### src/rtl/lifo_arbiter_pkg.sv
// Shared types, limits and helpers for the LIFO arbiter.
// The FSM encoding, client/latency limits and round-robin pointer advance live here.
package lifo_arb_pkg;

    typedef enum logic [1:0] {ST_ARB, ST_FLUSH, ST_DONE} lifo_arb_state_t;

    localparam int MAX_CLIENTS    = 16;
    localparam int MAX_RD_LATENCY = 4;

    // Explicit compare keeps wrap correct for non-power-of-2 client counts.
    function automatic int rr_next(input int ptr, input int n);
        return (ptr == n - 1) ? 0 : ptr + 1;
    endfunction

endpackage

### src/rtl/lifo_arbiter_rr.sv
// Combinational round-robin picker: first eligible requester at or after ptr.
// Produces a one-hot grant, its index and an any-grant flag.
module rr_arbiter
    import lifo_arb_pkg::*;
#(
    parameter int N    = 4,
    parameter int ID_W = 2
) (
    input  logic [N-1:0]    eligible,
    input  logic [ID_W-1:0] ptr,
    output logic [N-1:0]    grant,
    output logic [ID_W-1:0] grant_idx,
    output logic            any_grant
);

    always_comb begin
        int idx;
        idx       = 0;
        grant     = '0;
        grant_idx = '0;
        any_grant = 1'b0;
        for (int k = 0; k < N; k++) begin
            idx = int'(ptr) + k;
            if (idx >= N) idx = idx - N;
            if (!any_grant && eligible[idx]) begin
                grant[idx] = 1'b1;
                grant_idx  = ID_W'(idx);
                any_grant  = 1'b1;
            end
        end
    end

endmodule

### src/rtl/lifo_arbiter.sv
// Shares one single-port LIFO among N_CLIENTS push/pop requesters, routes pop
// data back through a read-latency pipe, and drains the LIFO on flush command.
module lifo_arbiter
    import lifo_arb_pkg::*;
#(
    parameter int N_CLIENTS  = 4,
    parameter int DWIDTH     = 16,
    parameter int RD_LATENCY = 1
) (
    input  logic                        clk,
    input  logic                        srst,
    input  logic [N_CLIENTS-1:0]        req_valid,
    input  logic [N_CLIENTS-1:0]        req_pop,
    input  logic [N_CLIENTS*DWIDTH-1:0] req_data,
    output logic [N_CLIENTS-1:0]        req_ready,
    output logic [N_CLIENTS-1:0]        resp_valid,
    output logic [DWIDTH-1:0]           resp_data,
    input  logic                        flush_req,
    output logic                        flush_busy,
    output logic                        flush_done,
    output logic [DWIDTH-1:0]           lifo_data,
    output logic                        lifo_wrreq,
    output logic                        lifo_rdreq,
    input  logic [DWIDTH-1:0]           lifo_q,
    input  logic                        lifo_empty,
    input  logic                        lifo_full
);

    localparam int ID_W = (N_CLIENTS > 1) ? $clog2(N_CLIENTS) : 1;

    lifo_arb_state_t       state_q, state_d;
    logic [ID_W-1:0]       ptr_q, ptr_d;
    logic                  flush_busy_q, flush_done_q;
    logic [RD_LATENCY-1:0] pipe_vld_q, pipe_vld_d;
    logic [ID_W-1:0]       pipe_id_q [RD_LATENCY];
    logic [ID_W-1:0]       pipe_id_d [RD_LATENCY];

    logic [N_CLIENTS-1:0]  eligible, elig_gated, grant;
    logic [ID_W-1:0]       grant_idx;
    logic                  any_grant, grant_pop, arb_en, pipe_busy;

    always_comb begin
        for (int i = 0; i < N_CLIENTS; i++) begin
            eligible[i] = req_valid[i] & (req_pop[i] ? !lifo_empty : !lifo_full);
        end
    end

    // A flush request wins over any grant in the cycle it is seen.
    assign arb_en     = (state_q == ST_ARB) && !flush_req && !srst;
    assign elig_gated = arb_en ? eligible : '0;

    rr_arbiter #(.N(N_CLIENTS), .ID_W(ID_W)) u_rr (
        .eligible  (elig_gated),
        .ptr       (ptr_q),
        .grant     (grant),
        .grant_idx (grant_idx),
        .any_grant (any_grant)
    );

    assign grant_pop  = any_grant && req_pop[grant_idx];
    assign req_ready  = grant;
    assign lifo_wrreq = any_grant && !req_pop[grant_idx];
    assign lifo_data  = lifo_wrreq ? req_data[int'(grant_idx)*DWIDTH +: DWIDTH] : '0;
    assign lifo_rdreq = grant_pop || ((state_q == ST_FLUSH) && !lifo_empty && !srst);
    assign pipe_busy  = |pipe_vld_q;
    assign flush_busy = flush_busy_q;
    assign flush_done = flush_done_q;

    always_comb begin
        ptr_d = any_grant ? ID_W'(rr_next(int'(grant_idx), N_CLIENTS)) : ptr_q;
        pipe_vld_d[0] = grant_pop;
        pipe_id_d[0]  = grant_idx;
        for (int k = 1; k < RD_LATENCY; k++) begin
            pipe_vld_d[k] = pipe_vld_q[k-1];
            pipe_id_d[k]  = pipe_id_q[k-1];
        end
    end

    always_comb begin
        state_d = state_q;
        case (state_q)
            ST_ARB:   if (flush_req) state_d = ST_FLUSH;
            ST_FLUSH: if (lifo_empty && !pipe_busy) state_d = ST_DONE;
            ST_DONE:  state_d = ST_ARB;
            default:  state_d = ST_ARB;
        endcase
    end

    // Drain reads enter the pipe with valid=0, so only real pops return data.
    always_comb begin
        resp_valid = '0;
        resp_data  = '0;
        if (pipe_vld_q[RD_LATENCY-1]) begin
            resp_valid[pipe_id_q[RD_LATENCY-1]] = 1'b1;
            resp_data = lifo_q;
        end
    end

    always_ff @(posedge clk) begin
        if (srst) begin
            state_q      <= ST_ARB;
            ptr_q        <= '0;
            pipe_vld_q   <= '0;
            flush_busy_q <= 1'b0;
            flush_done_q <= 1'b0;
        end else begin
            state_q      <= state_d;
            ptr_q        <= ptr_d;
            pipe_vld_q   <= pipe_vld_d;
            flush_busy_q <= (state_d != ST_ARB);
            flush_done_q <= (state_d == ST_DONE);
        end
        pipe_id_q <= pipe_id_d;
    end

endmodule

### config.mk
export PLATFORM = sky130hd
export DESIGN_NAME = lifo_arbiter
export DESIGN_NICKNAME = d
export VERILOG_FILES = /design/src/rtl/lifo_arbiter_pkg.sv /design/src/rtl/lifo_arbiter_rr.sv /design/src/rtl/lifo_arbiter.sv
export SDC_FILE = /design/constraint.sdc
export NUM_CORES = 1
export LEC_CHECK = 0
export CORE_UTILIZATION = 34
export CTS_CLUSTER_DIAMETER = 60
export DETAILED_ROUTE_END_ITERATION = 12
export GPL_TIMING_DRIVEN = 0
export PLACE_DENSITY = 0.83
export SYNTH_ARGS = -nofsm -noshare
export SYNTH_HDL_FRONTEND = slang
export SYNTH_SLANG_ARGS = --single-unit
### constraint.sdc
create_clock -name clk -period 3.9 [get_ports clk]
set_input_delay 0.78 -clock clk [delete_from_list [all_inputs] [get_ports clk]]
set_output_delay 0.78 -clock clk [all_outputs]
set_load 0.02 [all_outputs]
# Word-level counts from Yosys, hierarchy flattened
# Cells that the tools add are included.
dict set report op_classes {
  addsub 8
  order_cmp 15
  eq_ne 3
  shift 1
  n_mux 52
  bitwise_logic 7
  reduce_logical 27
}
# op count
set ops {}
lappend ops {{32-bit by 1-bit greater-or-equal comparator with 1-bit output (second input constant)} 4}
lappend ops {{32-bit by 4-bit < comparator with 1-bit output (second input constant)} 4}
lappend ops {{32-bit 2-to-1 mux} 4}
lappend ops {{32-bit by 4-bit greater-or-equal comparator with 1-bit output (second input constant)} 3}
lappend ops {{32-bit by 4-bit subtractor with 32-bit output (second input constant)} 3}
lappend ops {{64-bit by 7-bit variable part select with 16-bit output} 1}
lappend ops {{16-bit 2-to-1 mux} 2}
lappend ops {{4-bit 2-to-1 mux} 6}
lappend ops {{1-bit 2-to-1 mux} 22}
lappend ops {{1-bit logical AND} 15}
lappend ops {{2-bit 2-to-1 mux} 7}
lappend ops {{4-bit OR} 3}
lappend ops {{1-bit binary-select mux with 2-bit select} 5}
lappend ops {{1-bit demux with 2-bit select} 5}
lappend ops {{1-bit zero test} 9}
lappend ops {{2-bit by 2-bit adder with 3-bit output (second input constant)} 2}
lappend ops {{2-bit by 3-bit < comparator with 1-bit output (second input constant)} 2}
lappend ops {{1-bit bitwise AND} 4}
lappend ops {{2-bit by 1-bit equality test with 1-bit output (second input constant)} 2}
lappend ops {{2-bit case mux with 2 select lines} 1}
lappend ops {{2-bit by 3-bit subtractor with 4-bit output (second input constant)} 1}
lappend ops {{2-bit by 1-bit adder with 3-bit output (second input constant)} 1}
lappend ops {{2-bit by 3-bit greater-or-equal comparator with 1-bit output (second input constant)} 1}
lappend ops {{2-bit by 1-bit adder with 2-bit output (second input constant)} 1}
lappend ops {{5 further kinds} 5}
dict set report totals {
  regBits 9
  out_inout_bits 44
  wordCells 119
}

# Longest topological paths before layout
dict set report logic_depth {
  ltp_word 22
  mapped_depth 9
  depth_no_buf 8
}

# By module
# Synthesis repeated with hierarchy kept, for this count alone.
dict set report hier_totals {
  cells_unflattened 146
  area_unflattened_um2 1567.8
}
# mod instances cells_per_inst area_per_inst_um2 seq_area_each_um2
set by_module_without_submodules {}
lappend by_module_without_submodules {lifo_arbiter 1 98 1108.6 180.2}
lappend by_module_without_submodules {rr_arbiter 1 48 459.2 0.0}

# Least setup slack after synthesis
# Ideal clock, no wire load.
dict set report synth_path {
  path_type {input to output}
  startpoint {input lifo_empty}
  endpoint {output lifo_data[0]}
  arrival_ns 2.939
  required_ns 3.120
  setup_slack_ns 0.181
  stages 9
  n_path_buf 2
  cell_sequence {buf_2 mux2i_1 a32oi_1 o22ai_2 o21ai_4 xnor2_4 buf_2 a311oi_1 a211oi_1}
}
dict set report synth_via {
  elab_chain_len 22
}
# element line_no
set synth_rtl {}
lappend synth_rtl {{from (decl)} lifo_arbiter.sv:25} ;# input logic lifo_empty,
lappend synth_rtl {{1-bit zero test (*)} lifo_arbiter.sv:44} ;# eligible[i] = req_valid[i] & (req_pop[i] ? !lifo_empty : !lifo_full);
lappend synth_rtl {{1-bit 2-to-1 mux} lifo_arbiter.sv:44}
lappend synth_rtl {{1-bit bitwise AND} lifo_arbiter.sv:44}
lappend synth_rtl {{4-bit 2-to-1 mux (*)} lifo_arbiter.sv:50} ;# assign elig_gated = arb_en ? eligible : '0;
lappend synth_rtl {{parallel branches: the longest is 17 deep, another holds 1-bit binary-select mux with 2-bit select} --}
lappend synth_rtl {{16-bit 2-to-1 mux (*)} lifo_arbiter.sv:63} ;# assign lifo_data = lifo_wrreq ? req_data[int'(grant_idx)*DWIDTH +: DWIDTH] : '0;
lappend synth_rtl {{to (decl)} lifo_arbiter.sv:21} ;# output logic [DWIDTH-1:0] lifo_data,
# Mark *: on every way between the ends. The select of a mux whose other input is x is not followed.

# Final worst setup path
dict set report layout_path {
  startpoint {input req_pop[2]}
  endpoint {output lifo_rdreq}
}
dict set report layout_via {
  elab_chain_len 20
}
# element line_no
set layout_rtl {}
lappend layout_rtl {{from (decl)} lifo_arbiter.sv:13} ;# input logic [N_CLIENTS-1:0] req_pop,
lappend layout_rtl {{1-bit 2-to-1 mux} lifo_arbiter.sv:44}
lappend layout_rtl {{1-bit bitwise AND} lifo_arbiter.sv:44}
lappend layout_rtl {{4-bit 2-to-1 mux} lifo_arbiter.sv:50}
lappend layout_rtl {{1-bit binary-select mux with 2-bit select} lifo_arbiter_rr.sv:25} ;# if (!any_grant && eligible[idx]) begin
lappend layout_rtl {{1-bit 2-to-1 mux (not written as such) (2 in a row)} lifo_arbiter_rr.sv:25}
lappend layout_rtl {{1-bit 2-to-1 mux} lifo_arbiter_rr.sv:25}
lappend layout_rtl {{1-bit zero test} lifo_arbiter_rr.sv:25}
lappend layout_rtl {{1-bit logical AND} lifo_arbiter_rr.sv:25}
lappend layout_rtl {{[3 not listed]} --}
lappend layout_rtl {{1-bit 2-to-1 mux} lifo_arbiter_rr.sv:25}
lappend layout_rtl {{1-bit zero test} lifo_arbiter_rr.sv:25}
lappend layout_rtl {{1-bit logical AND} lifo_arbiter_rr.sv:25}
lappend layout_rtl {{2-bit 2-to-1 mux} lifo_arbiter_rr.sv:25}
lappend layout_rtl {{1-bit binary-select mux with 2-bit select} lifo_arbiter.sv:60} ;# assign grant_pop = any_grant && req_pop[grant_idx];
lappend layout_rtl {{1-bit 2-to-1 mux (not written as such)} lifo_arbiter.sv:60}
lappend layout_rtl {{1-bit logical AND (*)} lifo_arbiter.sv:60}
lappend layout_rtl {{1-bit logical OR (*)} lifo_arbiter.sv:64} ;# assign lifo_rdreq = grant_pop || ((state_q == ST_FLUSH) && !lifo_empty && !srst);
lappend layout_rtl {{to (decl)} lifo_arbiter.sv:23} ;# output logic lifo_rdreq,
# Every way passes the cells marked *; elsewhere a longest branch is shown, timed or not. The select of a mux whose other input is x is not followed.

==> impl_summary.md <==
Status
The run finished with clean final reports.

Power and ir drop
The total power density per cell area is about 180 mW/mm². In this run the static leakage power is 1.28 nW. The design draws between 0.0006 and 0.0007 W. The maximum resistive drop on vdd is between 0.1 and 0.15 mV.

Synthesis
The unique cell type count in the Yosys netlist is between 40 and 50. Of the total synthesized cell area, the portion taken by full adders, half adders and majority gates is a little under 6%. The area share of xor/xnor cells in the synthesized design is under 10%. The Yosys step of the flow raised 0 warnings. Counting flops and latches in the post-synthesis netlist gives 9.

The cell count after synthesis came out at between 200 and 250. After synthesis, the share of flip-flops with an asynchronous set or reset is 0%. Counting flops with a built-in enable in the synthesized netlist gives 0. The dominant synthesized flop cell is sky130_fd_sc_hd__dfxtp_1. Summed over its instances, the top area cell type makes up around 14% of the synthesized netlist area.

When the netlist entered floorplanning its net count stood at around 320. The cell area after synthesis is roughly 0.0017 mm². The sequential share of the synthesized area is around a tenth. Summing the areas of all compound-gate instances in the mapped netlist gives 36.2% of the synthesized area. Yosys attributes the largest share of cell area to sky130_fd_sc_hd__nor3b_1 (14%), sky130_fd_sc_hd__dfxtp_1 (11%), sky130_fd_sc_hd__a211oi_1 (8.3%), sky130_fd_sc_hd__a311oi_1 (8.2%), sky130_fd_sc_hd__and2_1 (7.7%). The mean area per synthesized cell is 7.69 µm². The leading area contributor after synthesis is sky130_fd_sc_hd__nor3b_1.

The post-synthesis simple-gate area fraction is between 30% and 40%. After synthesis, the largest family of logic cells by area is compound AO/OA/AOI/OAI gates. The portion of synthesized area spent on multiplexers is approximately 5.5%.

Routing
In the routed layout, each cell is associated on average with a via count of roughly 5.5. The number of nets with antenna violations after detailed routing is 0. The average detailed-routed wire length per instance is about 16 µm. Summed over all layers, the routed wires come to 7000 µm. The first routing iteration left between 150 and 200 violations. For this run, design rule violations remaining after detail routing come to 0. The detailed-router iteration count before antenna repair is 8. Across all layers, the routed design uses ~2,400 vias.

Timing
In the finished design, the share of the clock period the worst path needs comes to between 90% and 100%. The final worst clock skew is between 0.002 and 0.003 ns. The worst path in the final design needs a cycle of around 3.8 ns, including I/O delays and setup. Setup repair after global routing could not meet its margin everywhere. At the pin with the least slew margin, the transition time is 0.533 ns.

The number of pins exceeding their max-slew limit in the final report is 0. Derived from the worst setup path, the maximum achievable clock frequency is around 260 MHz. The final number of setup-violating endpoints is 0.

The tightest slew margin relative to the limit is around 64%. The summed negative setup slack over all endpoints is 0 ns. The final count of hold timing violations is 0.

Floorplan
The height of the die is about 73 µm. The top-level port count is 137. After floorplanning, the core was sized to cover between 0.004 and 0.005 mm². For this configuration, the core starts out at a cell density of 35.8%. The floorplan has 25 rows. The die is 73.0 µm wide. The die area is 0.00533 mm².

Placement
Routability-driven placement finished with a final weighted congestion of 0.851. Buffers placed on the I/O ports in this run total 135. Once detailed placement completed, the half-perimeter wirelength came to between 5000 and 6000 µm. In this run the cell area measured after placement is approximately 0.0032 mm².

Layout
The number of fill cells is around 400. The multi-input gate area in the final layout is 0.00161 mm². After the last flow step, the layout net total stands at 476. The layout-stage area growth over the synthesis result is 97.3%. The area of all placed cells without fillers is between 0.003 and 0.004 mm². The antenna diode instance count is 0.

The post-route netlist has about 23% of its cells at a drive strength greater than 1. The most common cell after layout, fill and taps aside is sky130_fd_sc_hd__clkdlybuf4s50_1. In the final layout, flip-flops and latches occupy between 150 and 200 µm². In the layout the commonest cells are sky130_fd_sc_hd__clkdlybuf4s50_1 (105), sky130_fd_sc_hd__nor3b_1 (29), sky130_fd_sc_hd__and2_1 (21), sky130_fd_sc_hd__buf_2 (21).

Critical path
The slowest stage of the critical path belongs to the cell sky130_fd_sc_hd__mux4_2. The number of cells on the critical path is 9. The sum of buffers and inverters on the critical path is 2.

The endpoint type of the worst setup path is an output pin. The biggest cell delay along the critical path is approximately 0.57 ns. For the worst flop-to-flop path, the logic depth is 8. Walking the worst path, the cells encountered are clkbuf_4 > mux2_2 > o22a_1 > o22a_1 > o21ai_4 > xnor2_4 > mux4_2 > a32o_1 > buf_4. In this run the worst path has a maximum fanout of 4. At the worst endpoint, the required time is between 3 and 4 ns.

The family with the most delay on the worst path is multiplexers. STA classifies the critical path startpoint as an input pin. Data arrives at the worst endpoint at about 3 ns. The most repeated library cell on the critical path is sky130_fd_sc_hd__o22a_1. In this run the register-to-register setup slack is ~1.2 ns. The path type of the worst setup path is input pin to output pin.

GRT
The overall fraction of global-route tracks in use is around a quarter. The largest net degree at the start of global routing is 13. The via count of the first global-routing pass is between 2,000 and 2,500.

The first global-routing pass estimated about 10,000 µm of wire. The initial antenna violation count is 0. The total overflow left after global routing is 0.

CTS
The clock passes through at most 2 buffers. The number of hold buffers added after CTS was 0. The master cell of the clock root buffer is sky130_fd_sc_hd__clkbuf_8. Clock-pin slew was measured on the worst setup and hold paths at ~0.04 ns. TritonCTS built the clock tree. In this run the number of H-tree levels came out at 1.

The later pin in the worst-skew pair is clocked with a latency of 0.23 ns. Clock tree synthesis inserted a total of 3 buffers. For this design, the sink count on the clock tree is 9.

Hold path
The number of cells traversed by the worst hold path is 1. The path class of the lowest-slack min-delay path is register to register.

Run
The max-capacitance violation count is 0.
state kept, by name, indices dropped and copies added (netlist names):
signal,cells
state_q,2
pipe_id_q,2
pipe_busy,1
flush_busy,1
ptr_q,2
flush_done,1
metrics by stage:
| step | instances | utilization [%] | setup WS (ns) | hold WS (ns) |
|---|---|---|---|---|
| finish | 441 | 70.7 | 0.0502 | 0.559 |
| global route | 441 | 70.7 | -0.0220 | 0.593 |
| CTS | 439 | 69.3 | 0.0113 | 0.558 |
| detailed placement | 425 | 65.8 | -1.06 | 0.550 |
| global placement | 425 | 65.8 | -0.985 | 0.546 |
| floorplan | 223 | - | 0.181 | 0.520 |
final timing paths:
kind / start / to
worst min register to register: state_q[1] / state_q[1]
worst max register to register: ptr_q[0] / pipe_busy
worst min-delay path: state_q[1] / state_q[1]
worst max-delay path: req_pop[2] / lifo_rdreq
cell usage after synthesis (2+ instances only):
cell type and count:
sky130_fd_sc_hd__nor3b_1 33, sky130_fd_sc_hd__and2_1 21, sky130_fd_sc_hd__a211oi_1 19, sky130_fd_sc_hd__a311oi_1 16
sky130_fd_sc_hd__a31oi_1 16, sky130_fd_sc_hd__clkbuf_1 16, sky130_fd_sc_hd__nand2_1 11, sky130_fd_sc_hd__nor2_1 11
sky130_fd_sc_hd__dfxtp_1 9, sky130_fd_sc_hd__ha_1 8, sky130_fd_sc_hd__a22oi_1 5, sky130_fd_sc_hd__inv_1 5
sky130_fd_sc_hd__mux2i_1 5, sky130_fd_sc_hd__a221o_1 4, sky130_fd_sc_hd__buf_2 4, sky130_fd_sc_hd__nand2b_1 4
sky130_fd_sc_hd__nor3_1 4, sky130_fd_sc_hd__a32oi_1 3, sky130_fd_sc_hd__and3_1 3, sky130_fd_sc_hd__a21oi_1 2
sky130_fd_sc_hd__mux2_2 2, sky130_fd_sc_hd__o22a_1 2, sky130_fd_sc_hd__o22ai_1 2
kinds of logic after synthesis:
| logic type | count (synthesis) |
|---|---|
| AND/OR/NAND/NOR | 93 |
| flip-flops | 9 |
| XOR/XNOR | 2 |
| multiplexers | 8 |
| adder cells (fa/ha/maj) | 8 |
| AO/OA/AOI/OAI | 77 |
| buffers and inverters | 26 |
where the power goes:
group          total [W]  leakage, nW  internal, W  switching (W)
sequential      0.000110       0.0747     0.000100      0.0000103
combinational   0.000394         1.19     0.000206       0.000188
clock           0.000107       0.0228    0.0000711      0.0000359
total           0.000611         1.28     0.000377       0.000235
repair_timing:
| item | CTS | global route |
|---|---|---|
| pin swaps | 8 | 10 |
| resized for setup | 144 | 28 |
| buffers inserted | 11 | 2 |
| endpoints found under the setup margin | 22 | 22 |
routing by layer:
metal | track usage, % | routed length (µm) | up-vias
li1 | - | - | 1190
met1 | 28.1 | 2760 | 1131
met2 | 45.0 | 3690 | 106
met3 | 6.91 | 561 | 0
met4 | 3.05 | 0 | 0
met5 | 0 | 0 | -
final cells by class:
type                    count  share of cell area [%]
multi-input cells         188                    47.7
repair buffers            148                    39.3
flip-flops and latches      9                    5.40
plain buffers              19                    3.18
well taps                  67                    2.48
clock buffers               4                    1.33
inverters                   6                   0.665
Note: power is estimated with default switching activity, not from simulation.
==> RTL change: new RTL, config.mk and constraints unchanged <==
`N_CLIENTS`: 4 -> 8.
--- a/src/rtl/lifo_arbiter.sv
+++ b/src/rtl/lifo_arbiter.sv
@@ -3,7 +3,7 @@
 module lifo_arbiter
     import lifo_arb_pkg::*;
 #(
-    parameter int N_CLIENTS  = 4,
+    parameter int N_CLIENTS  = 8,
     parameter int DWIDTH     = 16,
     parameter int RD_LATENCY = 1
 ) (
Interface: changed (5 resized); port bits go from 137 to 217. No check against the original RTL was run, so the function may have changed too.
==> RTL change against the original RTL <==
The run now ends with negative setup slack left. Wire length grew to 2.8 times the old value. Synthesized area is 110% higher. Utilization increased by 6.6 points. Setup slack worse by 1.3 ns. Clock skew shrank 0.0015 ns. Design area up 130%. Sequential cell count grew 2. Count of clock-buffer cells in the layout unchanged. Highest routed layer is now met4.
Power is left out: it rests on default switching activity, and per cell area and clock period it moved more than threefold.
==> RTL change: results (changes against the original RTL) <==
Syn Nets=640 (+98%); mux contribution to synthesized area=17.1% (+12 points); status=finished, violations left; Slew @ Worst Pin=0.682 ns (+0.149 ns); proportion of layout cells with a drive suffix above 1=39.9% (+17 points); Area Growth Syn to Fin=122%; Worst Path Max Fanout=10 (+6); Synth Flop Type=dfxtp_1; Final WS setup=-1.21 ns (-1.26 ns); vias in the first global route=5,446 (+140%); DP HPWL=13,300 um (+150%); Worst Hold Class=reg -> reg; Synth cell types=72 (+76%); data arrival time of the critical path=4.33 ns (+1.26 ns); biggest regs=pipe_id_q x3, ptr_q x3, state_q x2; CTS root buffer=clkbuf_8; Post-Synth Adder-Cell Area=3.51% (-2.3 points); Post-synth ARST share=0% (unchanged); Synth Area in XOR/XNOR=0.983% (-1.1 points); GP Congestion=0.976 (+15%); final std cells w/o fill=911 (+110%); IO buf count=215 (+59%); Antenna diodes=0 (unchanged); Clock Path Buffers=2 (unchanged); Syn Inst Count=465 (+110%); clock input transition at the sequential cells of the worst setup and hold paths=0.05 ns; worst skew pair latency=around 0.24 ns; register area share after synthesis=6.18% (-4.3 points); complex-gate fraction of the synthesized area=37.8% (+1.7 points); number of synthesis warnings=0 (unchanged); DRC=0 (unchanged); first-pass iteration count of the detailed router=5 (-3); Cells after DPL=816 (+92%); clk_skew=0.00135 ns (-0.00148 ns); fillcell total=660 (+65%); first-pass GRT wire length=29,300 um (+190%); Via-to-Cell Ratio=5.86 (+6.5%); top cells by area, synth=mux2i_1, nand2_1, a2111oi_4; H-tree depth=1 (unchanged); failing checks=negative setup slack; Detailed Route WL=19,300 um (+180%); All-Layer GR Usage=33.4% (+9.2 points); placed instance area=6170 sq um (+96%); largest net degree at the start of global routing=12 (-1); Setup violations, final=29 (+29); most instantiated cells after synthesis=nand2_1, mux2i_1, and2_1; nets=951 (+100%); initial antenna violation count=0 (unchanged); drt initial violations=352 (+85%)
==> RTL change: cell count changes in the layout (fill, tap and decap cells not counted), sizes merged, moves of 15 or more <==
| cell | unedited run | this run |
|---|---|---|
| and2 | 21 | 37 |
| nand2 | 11 | 78 |
| a311oi | 17 | 1 |
| buf | 37 | 146 |
| clkdlybuf4s50 | 105 | 170 |
| nand3 | 1 | 18 |
| a32o | 1 | 16 |
| a2111oi | 0 | 20 |
| mux2i | 5 | 43 |
| nor3b | 33 | 1 |
==> RTL change: worst paths after layout <==
kind,startpoint,to,slack (ns),cells past startpoint
worst min-delay path,state_q[1]$_SDFF_PP0_,state_q[1]$_SDFF_PP0_,0.54,1
worst min register to register,state_q[1]$_SDFF_PP0_,state_q[1]$_SDFF_PP0_,0.54,1
worst max register to register,ptr_q[1]$_SDFFE_PP0P_,ptr_q[0]$_SDFFE_PP0P_,-0.23,21
worst max-delay path,ptr_q[1]$_SDFFE_PP0P_,lifo_data[15],-1.21,20
==> RTL change: cell families after synthesis <==
family / count (synthesis)
xor+xnor: 4
fa+ha+maj: 10
flops: 11
simple gates: 200
mux: 56
compound gates: 136
buf+inv: 48
==> RTL change: critical path: stages, from the launching register on <==
cell and delay (ns):
dfxtp_4 0.36, clkbuf_16 0.12, clkinvlp_4 0.13, buf_6 0.15, ha_4 0.26, buf_4 0.15
nand2b_1 0.16, o221ai_1 0.30, o2111a_1 0.33, o22ai_4 0.13, nand2b_4 0.10, a221oi_4 0.06
buf_6 0.18, a21o_1 0.19, buf_4 0.14, bufbuf_16 0.26, clkbuf_4 0.17, and2_1 0.17
a211oi_1 0.40, a2111oi_4 0.10, buf_4 0.18
==> RTL change: routing by layer <==
layer	part of all wire (%)	global-route usage, %	routed length [um]
met5	0	0	0
met3	6.7	5.51	1280
met2	51	61.4	9860
met4	5.5	15.6	1060
met1	37	37.2	7070
==> RTL change: timing repair <==
action	CTS	global route
gates resized for setup	390	30
gates cloned	3	0
setup endpoints to repair	32	29
hold endpoints to repair	0	0
buffers inserted	76	14
pin swaps	47	26
==> RTL change: layout make-up <==
class | instances | area (sq um) | area share, %
multi-input cells | 406 | 4030 | 50.9
plain buffers | 31 | 415 | 5.25
repair buffers | 307 | 2940 | 37.1
clock buffers | 4 | 45.0 | 0.569
inverters | 16 | 90.1 | 1.14
well taps | 136 | 170 | 2.15
flip-flops and latches | 11 | 226 | 2.86
==> RTL change: through the flow <==
step	TNS, ns	setup slack, ns
2_1_floorplan	-17.11	-1.01
3_3_place_gp	-60.30	-2.73
3_5_place_dp	-63.07	-2.83
4_1_cts	-19.54	-1.07
5_1_grt	-26.03	-1.29
6_report	-22.54	-1.21
